## src/rtl/cordic_pkg.sv

```systemverilog
// Shared constants, state encoding and fixed-point helpers for the sin/cos CORDIC.
// The word width comes from `FLOAT_BITS; it defaults to 32 when not defined by the build.
`ifndef FLOAT_BITS
`define FLOAT_BITS 32
`endif

package cordic_pkg;

  localparam int unsigned WORD_BITS     = `FLOAT_BITS;
  localparam int unsigned DEF_FRAC_BITS = 16;
  localparam int unsigned DEF_ITER      = 16;
  localparam int unsigned GUARD         = 2;
  localparam int unsigned TBL_LEN       = 16;

  // Constants below are Q16; rescale() moves them to any other fraction width.
  localparam logic signed [31:0] ATAN [TBL_LEN] = '{
    32'sd51472, 32'sd30386, 32'sd16055, 32'sd8150, 32'sd4091, 32'sd2047, 32'sd1024, 32'sd512,
    32'sd256,   32'sd128,   32'sd64,    32'sd32,   32'sd16,   32'sd8,    32'sd4,    32'sd2
  };
  localparam logic signed [31:0] K_INV = 32'sd39797;
  localparam logic signed [31:0] PI    = 32'sd205887;
  localparam logic signed [31:0] PI_2  = 32'sd102943;

  typedef enum logic [1:0] {IDLE, ROT, DONE} state_t;

  function automatic logic signed [63:0] rescale(input logic signed [63:0] v,
                                                 input int unsigned frac);
    if (frac >= DEF_FRAC_BITS) return v <<< (frac - DEF_FRAC_BITS);
    return v >>> (DEF_FRAC_BITS - frac);
  endfunction

  // Past the table, atan(2^-i) equals 2^-i to well below one LSB.
  function automatic logic signed [63:0] atan_at(input int unsigned i, input int unsigned frac);
    logic [3:0] idx;
    idx = i[3:0];
    if (i < TBL_LEN) return rescale(64'(ATAN[idx]), frac);
    return 64'sd1 <<< (frac - i);
  endfunction

endpackage

```

## src/rtl/cordic_step.sv

```systemverilog
// One combinational CORDIC rotation-mode iteration; the top reuses a single instance every cycle.
module cordic_step import cordic_pkg::*; #(
  parameter int unsigned WIDTH    = WORD_BITS + GUARD,
  parameter int unsigned IDX_BITS = 4
) (
  input  logic signed [WIDTH-1:0]    x,
  input  logic signed [WIDTH-1:0]    y,
  input  logic signed [WIDTH-1:0]    z,
  input  logic        [IDX_BITS-1:0] i,
  input  logic signed [WIDTH-1:0]    atan_i,
  output logic signed [WIDTH-1:0]    x_next,
  output logic signed [WIDTH-1:0]    y_next,
  output logic signed [WIDTH-1:0]    z_next
);

  logic signed [WIDTH-1:0] xs;
  logic signed [WIDTH-1:0] ys;

  always_comb begin
    xs = x >>> i;
    ys = y >>> i;
    if (!z[WIDTH-1]) begin
      x_next = x - ys;
      y_next = y + xs;
      z_next = z - atan_i;
    end else begin
      x_next = x + ys;
      y_next = y - xs;
      z_next = z + atan_i;
    end
  end

endmodule

```

## src/rtl/sincos_cordic.sv

```systemverilog
// Iterative sin/cos CORDIC: FSM, iteration counter, quadrant fold and output registers.
// Define SINCOS_CACHE_EN to short-circuit a repeat of the last completed (clamped) angle.
module sincos_cordic import cordic_pkg::*; #(
  parameter int unsigned FRAC_BITS = DEF_FRAC_BITS,
  parameter int unsigned ITER      = DEF_ITER
) (
  input  logic                        clk,
  input  logic                        rst,
  input  logic                        in_valid,
  output logic                        in_ready,
  input  logic signed [WORD_BITS-1:0] angle,
  output logic                        out_valid,
  input  logic                        out_ready,
  output logic signed [WORD_BITS-1:0] sin,
  output logic signed [WORD_BITS-1:0] cos
);

  localparam int unsigned W  = WORD_BITS;
  localparam int unsigned IW = W + GUARD;
  localparam int unsigned IF = FRAC_BITS + GUARD;
  localparam int unsigned CW = (ITER > 1) ? $clog2(ITER) : 1;

  localparam logic signed [W-1:0]  PI_W   = W'(rescale(64'(PI), FRAC_BITS));
  localparam logic signed [W-1:0]  PI_2_W = W'(rescale(64'(PI_2), FRAC_BITS));
  localparam logic signed [IW-1:0] K_INT  = IW'(rescale(64'(K_INV), IF));

  state_t                 state;
  logic [CW-1:0]          cnt;
  logic signed [IW-1:0]   x_q, y_q, z_q;
  logic signed [IW-1:0]   x_n, y_n, z_n, atan_i;
  logic                   neg_q, neg_d;
  logic signed [W-1:0]    a_clamp, a_red;
  logic signed [IW-1:0]   sin_full, cos_full;
  logic                   last, hit;

  always_comb begin
    a_clamp = angle;
    if (angle > PI_W)       a_clamp = PI_W;
    else if (angle < -PI_W) a_clamp = -PI_W;
    // Fold into [-pi/2, pi/2]; a half-turn only flips the sign of both outputs.
    a_red = a_clamp;
    neg_d = 1'b0;
    if (a_clamp > PI_2_W) begin
      a_red = a_clamp - PI_W;
      neg_d = 1'b1;
    end else if (a_clamp < -PI_2_W) begin
      a_red = a_clamp + PI_W;
      neg_d = 1'b1;
    end
  end

  assign atan_i   = IW'(atan_at(32'(cnt), IF));
  assign last     = (state == ROT) && (cnt == CW'(ITER - 1));
  assign sin_full = neg_q ? -y_n : y_n;
  assign cos_full = neg_q ? -x_n : x_n;

  cordic_step #(
    .WIDTH   (IW),
    .IDX_BITS(CW)
  ) u_step (
    .x     (x_q),
    .y     (y_q),
    .z     (z_q),
    .i     (cnt),
    .atan_i(atan_i),
    .x_next(x_n),
    .y_next(y_n),
    .z_next(z_n)
  );

`ifdef SINCOS_CACHE_EN
  logic signed [W-1:0] cache_angle;
  logic                cache_vld;

  assign hit = cache_vld && (a_clamp == cache_angle);

  // The tag only becomes valid once the matching result has actually been registered.
  always_ff @(posedge clk or posedge rst) begin
    if (rst) begin
      cache_angle <= '0;
      cache_vld   <= 1'b0;
    end else if (state == IDLE && in_valid && !hit) begin
      cache_angle <= a_clamp;
      cache_vld   <= 1'b0;
    end else if (last) begin
      cache_vld   <= 1'b1;
    end
  end
`else
  assign hit = 1'b0;
`endif

  always_ff @(posedge clk or posedge rst) begin
    if (rst) begin
      state     <= IDLE;
      in_ready  <= 1'b1;
      out_valid <= 1'b0;
      sin       <= '0;
      cos       <= '0;
      cnt       <= '0;
      x_q       <= '0;
      y_q       <= '0;
      z_q       <= '0;
      neg_q     <= 1'b0;
    end else begin
      unique case (state)
        IDLE: begin
          if (in_valid) begin
            in_ready <= 1'b0;
            if (hit) begin
              state     <= DONE;
              out_valid <= 1'b1;
            end else begin
              state <= ROT;
              x_q   <= K_INT;
              y_q   <= '0;
              z_q   <= {a_red, {GUARD{1'b0}}};
              cnt   <= '0;
              neg_q <= neg_d;
            end
          end
        end
        ROT: begin
          x_q <= x_n;
          y_q <= y_n;
          z_q <= z_n;
          cnt <= cnt + 1'b1;
          if (last) begin
            state     <= DONE;
            out_valid <= 1'b1;
            sin       <= sin_full[IW-1:GUARD];
            cos       <= cos_full[IW-1:GUARD];
          end
        end
        DONE: begin
          if (out_ready) begin
            state     <= IDLE;
            out_valid <= 1'b0;
            in_ready  <= 1'b1;
          end
        end
        default: state <= IDLE;
      endcase
    end
  end

endmodule

```

## config.mk

```make
export PLATFORM = sky130hd
export DESIGN_NAME = sincos_cordic
export DESIGN_NICKNAME = d
export VERILOG_FILES = /design/src/rtl/cordic_pkg.sv /design/src/rtl/cordic_step.sv /design/src/rtl/sincos_cordic.sv
export SDC_FILE = /design/constraint.sdc
export NUM_CORES = 1
export LEC_CHECK = 0
export CAP_MARGIN = 20
export CORE_UTILIZATION = 63
export CTS_CLUSTER_DIAMETER = 120
export DETAILED_ROUTE_END_ITERATION = 10
export PLACE_DENSITY = 0.83
export SLEW_MARGIN = 25
export SYNTH_ARGS = -nofsm -noshare
export SYNTH_HDL_FRONTEND = slang
export SYNTH_SLANG_ARGS = --single-unit
export TNS_END_PERCENT = 30
```

## constraint.sdc

```tcl
create_clock -name clk -period 8.4 [get_ports clk]
set_clock_uncertainty 0.2 [all_clocks]
set_input_delay 1.68 -clock clk [delete_from_list [all_inputs] [get_ports clk]]
set_output_delay 1.68 -clock clk [all_outputs]
set_load 0.02 [all_outputs]
```

# Yosys cells after proc, flatten, opt, wreduce, memory -nomap -nowiden

Memories as Yosys holds them, arrays and structs flattened.
Cells that the tools add are included.

Memories kept: 1
Register bits after elaboration: 175
Bits of input ports: 36
Memory bits (read-only): 512

Memories:

| memory          | depth | width | rd ports | clocked after memory_dff | write ports | RTL line         | source |
|---|---|---|---|---|---|---|---|
| (no name shown) | 16    | 32    | 1        | 0                        | 0           | cordic_pkg.sv:36 | `if (i < TBL_LEN) return rescale(64'(ATAN[idx]), frac);` |

Mux-type cells: 31
Equality and inequality tests: 6
Bitwise gates (word level): 1
Reductions and logical operators: 11
Shift operators: 2
Magnitude comparators: 5
$add $sub $neg: 11

Operators with widths:

| cell                   | count |
|---|---|
| $mux 34                | 8 |
| $pmux 34 s2            | 3 |
| $mux 32                | 6 |
| $add 34x34->34         | 3 |
| $sub 34x34->34         | 3 |
| $neg 34->34            | 2 |
| $sshr 34x4->34         | 2 |
| $add 32x19->32 const B | 1 |
| $gt 32x18->1 const B   | 1 |
| $gt 32x19->1 const B   | 1 |
| $lt 32x18->1 const B   | 1 |
| $lt 32x19->1 const B   | 1 |
| $sub 32x19->32 const B | 1 |
| $reduce_and 3->1       | 3 |
| $pmux 4 s2             | 1 |
| $mux 1                 | 6 |
| $mux 2                 | 3 |
| $ne 2x2->1 const B     | 3 |
| $pmux 2 s3             | 1 |
| $reduce_and 2->1       | 3 |
| $reduce_bool 2->1      | 3 |
| $ge 5x5->1 const B     | 1 |
| $not 4->5              | 1 |
| $add 4x1->4 const B    | 1 |
| other kinds (7)        | 8 |

# Depth between registers and ports, before layout

Word-level depth: 8
Mapped depth: 31
Mapped depth without buffers: 26

# Cells and area by module

From an unflattened synthesis, not the netlist that was laid out.

Cells, all modules: 2611
Area, all modules: 21458.1 sq um

Modules (own cells, without submodules):

| module        | area an instance (sq um) | instances | cells an instance |
|---|---|---|---|
| cordic_step   | 11194.5                  | 1         | 1445 |
| sincos_cordic | 10263.6                  | 1         | 1166 |

# Least setup slack after synthesis

Ideal clock, no wire load.

Kind: input -> register
From: input port angle[3]
To: register z_q[31]
Arrival: 7.019 ns
Data required time: 8.067 ns
Buffers on the path: 6
Stages: 26
Setup slack: 1.047 ns
Cells stage by stage: clkbuf_1 -> nor4_1 -> a21boi_0 -> a41o_1 -> a21oi_1 -> o21ai_0 -> nand3_1 -> ha_1 -> clkbuf_1 -> clkbuf_1 -> clkbuf_1 -> clkbuf_1 -> clkbuf_1 -> nor3_1 -> ha_1 -> o21ai_1 -> a311o_1 -> a41oi_1 -> o21ai_0 -> a211o_1 -> or3_1 -> o22ai_1 -> o211ai_1 -> xor2_1 -> a22oi_1 -> o21ai_0

Longest elaborated chain between the ends: 8

RTL lines:

| element                                               | RTL line                                 | source |
|---|---|---|
| from (decl)                                           | sincos_cordic.sv:11                      | `input logic signed [WORD_BITS-1:0] angle,` |
| $lt 32x19->1                                          | sincos_cordic.sv:39                      | `else if (angle < -PI_W) a_clamp = -PI_W;` |
| $mux 32                                               | sincos_cordic.sv:39                      |  |
| $mux 32 (*)                                           | sincos_cordic.sv:38                      | `if (angle > PI_W) a_clamp = PI_W;` |
| $add 32x19->32 / $lt 32x18->1 (equally long branches) | sincos_cordic.sv:47, sincos_cordic.sv:46 |  |
| $mux 32                                               | sincos_cordic.sv:46                      | `end else if (a_clamp < -PI_2_W) begin` |
| $mux 32 (*)                                           | sincos_cordic.sv:43                      | `if (a_clamp > PI_2_W) begin` |
| $mux 34 (*)                                           | sincos_cordic.sv:108                     | `if (in_valid) begin` |
| $pmux 34 s2 (*)                                       | sincos_cordic.sv:106                     | `unique case (state)` |
| to (signal assigned)                                  | sincos_cordic.sv:117                     | `z_q <= {a_red, {GUARD{1'b0}}};` |
| to (signal assigned)                                  | sincos_cordic.sv:126                     | `z_q <= z_n;` |
| to (decl)                                             | sincos_cordic.sv:29                      | `logic signed [IW-1:0] x_q, y_q, z_q;` |

Every way passes the cells marked *; elsewhere a longest branch is shown, timed or not. The select of a mux whose other input is x is not followed.
A chain may end at the register's enable or synchronous reset.

# Worst setup path in the final report

From: register cnt[0]
To: register sin[31]

Longest elaborated chain between the ends: 5

RTL lines:

| element                                                 | RTL line                             | source |
|---|---|---|
| from (decl)                                             | sincos_cordic.sv:28                  | `logic [CW-1:0] cnt;` |
| from (signal assigned)                                  | sincos_cordic.sv:127                 | `cnt <= cnt + 1'b1;` |
| $sshr 34x4->34                                          | cordic_step.sv:20                    | `xs = x >>> i;` |
| $add 34x34->34 / $sub 34x34->34 (equally long branches) | cordic_step.sv:24, cordic_step.sv:28 |  |
| $mux 34                                                 | cordic_step.sv:22                    | `if (!z[WIDTH-1]) begin` |
| $neg 34->34                                             | sincos_cordic.sv:54                  | `assign sin_full = neg_q ? -y_n : y_n;` |
| $mux 34                                                 | sincos_cordic.sv:54                  |  |
| to (signal assigned)                                    | sincos_cordic.sv:131                 | `sin <= sin_full[IW-1:GUARD];` |
| to (decl)                                               | sincos_cordic.sv:14                  | `output logic signed [WORD_BITS-1:0] sin,` |

Several ways; a longest one is shown, not always the timed one.

==> impl_metrics.ini <==
[clock_network]
cts.clk_slew.worst_paths_ps = 70
cts_sinks = 173
cts_buffers = 17
post_cts_buffers = 0
insertion_delay_ps = 480
clk_path_buf_depth = 2
cts_tree = built
cts-root-buf = clkbuf_16
ctsHoldBuffers = 0
cts_resized = 0
htreeDepth = 4

[timing]
max_freq_mhz = 127.2
hold_violations = 0
worstMarginPinSlew_ps = 1086
final.min_clock_period_ps = 7862
finalSetupTns_ps = 0
rsz0062_at_grt = no
fin_crit_sh_pct = 93.60
slew_headroom_pct = 26.91
slew_viol_final = 0
finalSetupViolCount = 0

[status]
outcome = finished clean

[grt]
grt_use_total_pct = 43.84
first_global_vias = 21325
grt_max_degree = 127
grt_pass1_wl_um = 116000
gr-total-overflow = 0
antenna_found_initial = 2

[worst_setup_path]
cp.required_ps = 8530
cp-end-kind = flop
cp_slowest_stage_delay_ps = 870
critical_path.max_fanout = 46
cp.arrival_ps = 7990
start_kind = flop
path_cells = buf_4 -> mux4_2 -> o22ai_1 -> a32oi_1 -> nor2_1 -> nand3b_1 -> nor2b_1 -> nor2_1 -> xor2_1 -> ha_1 -> a21oi_1 -> o21ai_1 -> o21ai_0 -> a21o_1 -> a211oi_2 -> nor3b_1 -> nor3b_1 -> or4b_1 -> or4b_1 -> o41ai_1 -> xor2_1 -> o21ai_1
crit_slowest_cell = dfrtp_4
critPathKind = reg2reg

[routing]
ant_nets = 0
drc = 0
wl_per_cell_um = 23.99
dr.pass1.iters = 6
via_count = 22412
drtIter0Drc = 2832
viasPerCell = 7.211
wirelength_um = 74570

[logic_synthesis]
async_flop_share_pct = 100.0
synth_ff_type = dfrtp_1
synth_edf_count = 0
syn_inst = 2644
netlist_area_um2 = 20920
synth-seq-cells = 173
synth_cell_type_count = 104
ys_seq_area_share_pct = 20.70
synth_fp_nets = 2795
yosysWarnings = 0
postSynthAreaPerCell_um2 = 7.911

[placed_design]
place.gp.congestion = 1.052
portBuffers = 101
dp_hpwl_um = 54870

[finish]
layout.cells.most_common = nand2_1
drive_gt1_share_pct = 9.040
seqCellArea_um2 = 4343
multi_input_area_um2 = 15720
num-fill-cells = 2556
finalNetCount = 2805
diodes = 0
layout_common_cells = nand2_1 (300), o21ai_0 (240), nor2_1 (225), a21oi_1 (207), dfrtp_1 (166)
syn2layout_area_growth_pct = 9.439

[job]
cap_violations = 0

[die]
io_pins = 102
core_area_um2 = 32620
fp.dieH_um = 184.2
die_w_um = 184.2
start_util_pct = 64.13
row_count = 66
die_area_um2 = 33940

[worst_hold_path]
hp-class = reg2reg
-- layer usage --
metal / routed length, µm / GRT usage, % / part of all wire [%]
met4: 4784 / 27.10 / 6.4
met1: 28080 / 52.67 / 38
met3: 7773 / 9.998 / 10
met2: 33910 / 71.23 / 45
met5: 17 / 0 / 0.023
-- worst paths after layout --
check	slack, ps	from	cells after the start	to
min in group asynchronous	1470	rst	2	cos[19]$_DFFE_PP0P_
worst min-delay path	280	cos[19]$_DFFE_PP0P_	2	cos[19]$_DFFE_PP0P_
max in group asynchronous	5220	rst	3	cnt[0]$_DFFE_PP0P_
worst min register to register	280	cos[19]$_DFFE_PP0P_	2	cos[19]$_DFFE_PP0P_
worst max register to register	540	cnt[0]$_DFFE_PP0P_	22	sin[31]$_DFFE_PP0P_
worst max-delay path	540	cnt[0]$_DFFE_PP0P_	22	sin[31]$_DFFE_PP0P_
-- worst max-delay path, delay by kind of cell (launching register included) --
family	cells	cell delay, ps
simple gates	8	2430
compound gates	9	2300
flops	1	870
mux	1	600
fa+ha+maj	1	490
buf+inv	1	390
xor+xnor	2	350
-- per-stage QoR --
step / hold slack, ps / setup slack [ps] / std cells / instance area (µm²) / util (%)
2_1_floorplan: 267.1 / 1047 / 2644 / 20920 / -
3_3_place_gp: 251.8 / 856.0 / 3076 / 22270 / 68.26
3_5_place_dp: 260.8 / 678.1 / 3076 / 22270 / 68.26
4_1_cts: 275.8 / 651.3 / 3107 / 22860 / 70.08
5_1_grt: 298.8 / 105.5 / 3108 / 22890 / 70.18
6_report: 277.0 / 537.8 / 3108 / 22890 / 70.18
-- sequential cells by signal (all words and copies together), names as in the netlist --
name,flops
z_q,32
cnt,4
neg_q,1
cos,32
y_q,34
sin,32
in_ready,1
state,2
out_valid,1
x_q,34
-- synthesized netlist by cell type, drive strengths merged, types with 22 or more instances --
master,n,share of area [%]
and3,22,0.66
ha,112,6.7
nor2b,30,0.90
xor2,111,4.7
nor4,23,0.72
a22o,38,1.6
clkbuf,125,2.2
nand4,26,0.85
dfrtp,172,21
nor3,41,1.0
a211oi,37,1.5
nand2,302,5.4
a22oi,25,0.90
a21oi,208,5.0
o22ai,31,0.96
mux4,66,7.1
xnor2,112,4.7
inv,61,1.1
o21ai,254,6.1
a31oi,37,1.1
nor2,227,4.1
nand3,52,1.2
nand2b,47,1.4
mux2i,58,2.8
buf,39,0.99
a21o,44,1.6
o211ai,30,1.1
-- logic make-up after synthesis --
group,Yosys count,synth area share [%]
compound gates,877,27.00
xor+xnor,223,9.409
fa+ha+maj,115,6.986
buf+inv,226,4.343
flops,173,20.70
mux,145,11.01
simple gates,885,20.55
-- area by class of cell --
class | count | share of cell area (%)
clock buffer | 18 | 1.875
clock inverter | 13 | 0.7215
inverter | 62 | 1.038
multi-input combinational | 2245 | 68.68
sequential | 173 | 18.97
tap | 442 | 2.416
timing repair buffer | 155 | 6.296
Power is not shown: default switching activity piles up to over one toggle a cycle in this logic, so the estimate is an artifact.
